<file path="src/rtl/multiport_register_file_pkg.sv">
// Shared register-file definitions: default geometry, stack-pointer reset value
// and the hard-zero register index used by decode, hazard unit and this block.
package multiport_register_file_pkg;

  localparam int          RF_DATA_W   = 32;
  localparam int          RF_NUM_REGS = 32;
  localparam int          RF_SP_IDX   = 2;
  localparam logic [31:0] RF_SP_INIT  = 32'h0110_0000;
  localparam int          ZERO_REG    = 0;

endpackage

</file>
<file path="src/rtl/rf_scoreboard.sv">
// Busy-bit scoreboard: one flop per architectural register, set at issue,
// cleared at writeback, wiped by a pipeline flush.
module rf_scoreboard
  import multiport_register_file_pkg::*;
#(
  parameter  int NUM_REGS = RF_NUM_REGS,
  localparam int ADDR_W   = $clog2(NUM_REGS)
) (
  input  logic                clock,
  input  logic                reset_n,
  input  logic                iss_en,
  input  logic [ADDR_W-1:0]   iss_rd,
  input  logic                wr_en,
  input  logic [ADDR_W-1:0]   wr_addr,
  input  logic                flush,
  output logic [NUM_REGS-1:0] busy
);

  logic [NUM_REGS-1:0] busy_q, busy_d;

  // NOTE: next-state logic starts from a full default so no path leaves busy_d unassigned (no latch).
  always_comb begin
    busy_d = busy_q;
    for (int r = 1; r < NUM_REGS; r++) begin
      // A new producer issuing on the same edge outranks the retiring write.
      if (flush)
        busy_d[r] = 1'b0;
      else if (iss_en && iss_rd == ADDR_W'(r))
        busy_d[r] = 1'b1;
      else if (wr_en && wr_addr == ADDR_W'(r))
        busy_d[r] = 1'b0;
    end
    busy_d[ZERO_REG] = 1'b0;
  end

  // NOTE: sequential state uses non-blocking assignments so all flops sample pre-edge values.
  always_ff @(posedge clock or negedge reset_n) begin
    if (!reset_n)
      busy_q <= '0;
    else
      busy_q <= busy_d;
  end

  assign busy = busy_q;

endmodule

</file>
<file path="src/rtl/multiport_register_file.sv">
// Integer register file: NUM_RD combinational read ports, one write port,
// optional same-cycle write bypass, hard-zero reg 0 and busy scoreboard.
module multiport_register_file
  import multiport_register_file_pkg::*;
#(
  parameter  int                DATA_W   = RF_DATA_W,
  parameter  int                NUM_REGS = RF_NUM_REGS,
  parameter  int                NUM_RD   = 2,
  parameter  int                BYPASS   = 1,
  parameter  int                SP_IDX   = RF_SP_IDX,
  parameter  logic [DATA_W-1:0] SP_INIT  = DATA_W'(RF_SP_INIT),
  localparam int                ADDR_W   = $clog2(NUM_REGS)
) (
  input  logic                     clock,
  input  logic                     reset_n,
  input  logic [NUM_RD*ADDR_W-1:0] rd_addr,
  output logic [NUM_RD*DATA_W-1:0] rd_data,
  output logic [NUM_RD-1:0]        rd_busy,
  input  logic                     wr_en,
  input  logic [ADDR_W-1:0]        wr_addr,
  input  logic [DATA_W-1:0]        wr_data,
  input  logic                     iss_en,
  input  logic [ADDR_W-1:0]        iss_rd,
  input  logic                     flush
);

  logic [DATA_W-1:0]   regs_q [NUM_REGS];
  logic [DATA_W-1:0]   regs_d [NUM_REGS];
  logic [NUM_REGS-1:0] busy;

  always_comb begin
    regs_d = regs_q;
    if (wr_en && wr_addr != ADDR_W'(ZERO_REG))
      regs_d[wr_addr] = wr_data;
  end

  // NOTE: the storage array is reset on purpose: every index must read a defined value after reset.
  always_ff @(posedge clock or negedge reset_n) begin
    if (!reset_n) begin
      for (int r = 0; r < NUM_REGS; r++)
        regs_q[r] <= (r == SP_IDX) ? SP_INIT : '0;
    end else begin
      regs_q <= regs_d;
    end
  end

  rf_scoreboard #(
    .NUM_REGS (NUM_REGS)
  ) u_scoreboard (
    .clock   (clock),
    .reset_n (reset_n),
    .iss_en  (iss_en),
    .iss_rd  (iss_rd),
    .wr_en   (wr_en),
    .wr_addr (wr_addr),
    .flush   (flush),
    .busy    (busy)
  );

  for (genvar k = 0; k < NUM_RD; k++) begin : g_rd
    logic [ADDR_W-1:0] addr;
    logic [DATA_W-1:0] data;
    logic              busy_bit;

    assign addr = rd_addr[k*ADDR_W +: ADDR_W];

    // A forwarded value is the retiring result, so it cannot still be pending.
    always_comb begin
      data     = regs_q[addr];
      busy_bit = busy[addr];
      if (addr == ADDR_W'(ZERO_REG)) begin
        data     = '0;
        busy_bit = 1'b0;
      end else if (BYPASS != 0 && wr_en && wr_addr == addr) begin
        data     = wr_data;
        busy_bit = 1'b0;
      end
    end

    assign rd_data[k*DATA_W +: DATA_W] = data;
    assign rd_busy[k]                  = busy_bit;
  end

endmodule

</file>
<file path="config.mk">
export PLATFORM = sky130hd
export DESIGN_NAME = multiport_register_file
export DESIGN_NICKNAME = d
export VERILOG_FILES = /design/src/rtl/multiport_register_file_pkg.sv /design/src/rtl/rf_scoreboard.sv /design/src/rtl/multiport_register_file.sv
export SDC_FILE = /design/constraint.sdc
export NUM_CORES = 2
export LEC_CHECK = 0
export ABC_AREA = 0
export BUFFER_PORTS_ARGS = -buffer_cell sky130_fd_sc_hd__buf_2
export CAP_MARGIN = 25
export CELL_PAD_IN_SITES_DETAIL_PLACEMENT = 0
export CELL_PAD_IN_SITES_GLOBAL_PLACEMENT = 1
export CORE_ASPECT_RATIO = 1.75
export CORE_MARGIN = 2
export CORE_UTILIZATION = 45
export CTS_CLUSTER_SIZE = 25
export DETAILED_ROUTE_END_ITERATION = 7
export PLACE_DENSITY_LB_ADDON = 0.1
export SLEW_MARGIN = 20
export SYNTH_ARGS = -nofsm -noshare
export SYNTH_HDL_FRONTEND = slang
export SYNTH_SLANG_ARGS = --single-unit
</file>
<file path="constraint.sdc">
create_clock -name clock -period 3.4 [get_ports clock]
set_input_delay 0.51 -clock clock [delete_from_list [all_inputs] [get_ports clock]]
set_output_delay 0.51 -clock clock [all_outputs]
set_load 0.1 [all_outputs]
</file>
==> metrics.yaml <==
drc_errors: 0
ios: 123
yosysTopAreaCellShare_pct: 46.6
ir_drop_mv: 0.487
ff_latch_area_mm2: 0.0264
track_usage_pct: 32.7
cp-end-kind: "output port"
fin_worst_skew_ns: 0
synth_fp_nets: 3849
vias: 37700
relSlewSlack_pct: 36.9
grt_pass1_vias: 41300
cap_violations: 0
worstMarginPinSlew_ns: 0.940
p_leak_uw: 0.0284
cpPeakStageDelay_ns: 0.50
clkLatencyLatePin_ns: 0.73
slew_violations: 0
worstSetupPathType: "reg2out"
rsz0062_at_grt: "no"
required_ns: 2.89
wl_per_cell_um: 37.0
io_buffers: 122
async_flop_share_pct: 100
ctsRootBufferMaster: "clkbuf_16"
drive_above_1_share_pct: 55.4
gp_congestion: 0.856
synth_area_leaders: "dfrtp_1 47%, mux4_2 20%, mux2_2 19%"
grt_pass1_wl_um: 300000
setup_viol: 0
finalHoldViolCount: 0
path_delay_family: "multiplexers"
via_per_inst: 6.69
outcome: "finished clean"
die_w_um: 272
drt-initial-drc-count: 3270
num_rows: 172
clk_path_buf_depth: 3
die_area_mm2: 0.129
holdCritPathClass: "in2reg"
critPathMaxFanout: 3
grt_overflow: 0
place_area_mm2: 0.0621
startpoint_type: "flop"
max_freq_ghz: 0.298
syn_inst: 3792
fin_crit_sh_pct: 98.7
min_period_ns: 3.36
total_power_uw: 39000
areaGrowthSynthToFinish_pct: 16.8
start_util_pct: 45.2
multi_input_area_mm2: 0.0284
finalNetCount: 3948
fill_cells: 10300
ys_seq_area_share_pct: 46.7
postCtsSetupBuffers: 0
cts_max_level: 3
core-area_mm2: 0.125
firstDrtPassIters: 5
synth_enable_flop_cells: 0
grt_antenna_before_repair: 19
cts_made_buffers: 105
power_density_mw_per_mm2: 589
synth-seq-cells: 1055
clk_pin_slew_ns: 0.07
cp_data_arrival_time_ns: 2.85
path_buf_inv: 2
cts_tree: "done"
yosysTopAreaCell: "dfrtp_1"
path_cells: "mux4_2 > mux4_2 > mux2i_2 > buf_4 > nor3_1 > buf_4"
clock-sinks: 1055
die_h_um: 473
fin_util_pct: 52.8
synth_ff_type: "dfrtp_1"
grt_max_degree: 125
synth.avg_cell_area_um2: 14.9
dp_hpwl_um: 134000
ys_warn_count: 0
synth_area_mm2: 0.0566
ant_nets: 0
wl_um: 209000
synth.distinct_cells: 59
cp_slowest_cell: "mux4_2"
final_cell_area_mm2: 0.0661
==> per-layer routing <==
layer	vias up	wire length [um]	global-route usage (%)
met5	-	70	0
met4	12	13100	18.0
met3	557	13400	5.70
met2	1671	105000	55.9
met1	20500	76600	39.1
li1	14900	-	-
==> cell families after synthesis <==
kind of cell / count (synthesis) / share of synthesized area (%)
compound gates: 396 / 4.97
flops: 1055 / 46.7
simple gates: 288 / 2.54
mux: 1598 / 42.0
buf+inv: 445 / 3.71
xor+xnor: 10 / 0.155
==> cell usage after synthesis (38+ instances only) <==
cell type and number:
dfrtp_1 1053, mux2_2 965, mux4_2 503, clkbuf_1 223
buf_2 135, a22oi_1 94, mux2i_1 75, nor2_1 64
nand3_1 63, o22ai_1 61, nand2_1 55, a21oi_1 54
mux2_4 49, a22o_1 48, buf_1 45, a211oi_1 38
==> flip-flops by register name (all words and copies together) (netlist names) <==
signal and flops:
regs_q 1024, u_scoreboard.busy 31
==> tightest hold or removal path, cell delays in order <==
cell,delay (ns)
buf_2,0.15
nand3_1,0.08
a21oi_1,0.06
==> power by group <==
group | total (uW) | switching (uW) | internal [uW]
Clock | 13200 | 5420 | 7780
Sequential | 16700 | 1780 | 14900
Combinational | 9100 | 4120 | 4980
==> through the flow <==
stage / hold WS (ns) / setup slack (ns) / std cells / setup TNS [ns]
after floorplan: 0.214 / 0.134 / 3792 / 0
after global routing: 0.110 / 0.00396 / 5638 / 0
final: 0.104 / 0.0426 / 5640 / 0
after global placement: 0.377 / -0.365 / 5435 / -0.712
after detailed placement: 0.383 / -0.321 / 5435 / -0.690
after CTS: 0.0615 / 0.0117 / 5635 / 0
==> final cells by class <==
class                   instances  share of cell area (%)
multi-input cells            2292                    43.0
flip-flops and latches       1055                    40.0
repair buffers                436                    8.06
clock buffers                 145                    4.59
well taps                    1653                    3.13
clock inverters                54                    1.28
diodes                          4                  0.0151
inverters                       1                 0.00568
==> final timing paths <==
check / from / slack [ns] / to / cells after the start
setup / recovery: u_scoreboard.busy[23] / 0.04 / rd_busy[0] / 6
hold / removal: iss_rd[0] / 0.10 / u_scoreboard.busy[7] / 3
setup reg to reg: u_scoreboard.busy[3] / 2.56 / u_scoreboard.busy[3] / 2
hold reg to reg: regs_q[996] / 0.40 / regs_q[996] / 0
max in group asynchronous: reset_n / 1.89 / regs_q[622] / 3
min in group asynchronous: reset_n / 0.30 / regs_q[536] / 2
==> what timing repair did <==
action / 4_1_cts / 5_1_grt
endpoints found under the setup margin: 7 / 5
gates cloned: 0 / 1
resized for setup: 8 / 4
endpoints found under the hold margin: 31 / 0
hold buffers: 1 / 0
==> placed cells by master (no fill, tap or decap), types with 33 or more instances in the layout <==
master and instances:
a21oi_1 41, a22o_1 46, mux4_2 503, nor2_1 46
mux2_2 965, buf_12 168, buf_4 206, buf_2 54
nand3_1 61, a22oi_1 94, nand2_1 44, mux2_4 49
mux2i_1 74, clkbuf_16 108, o21ai_0 33, o22ai_1 61
a211oi_1 38, dfrtp_1 1053
(Power assumes the default switching activity.)
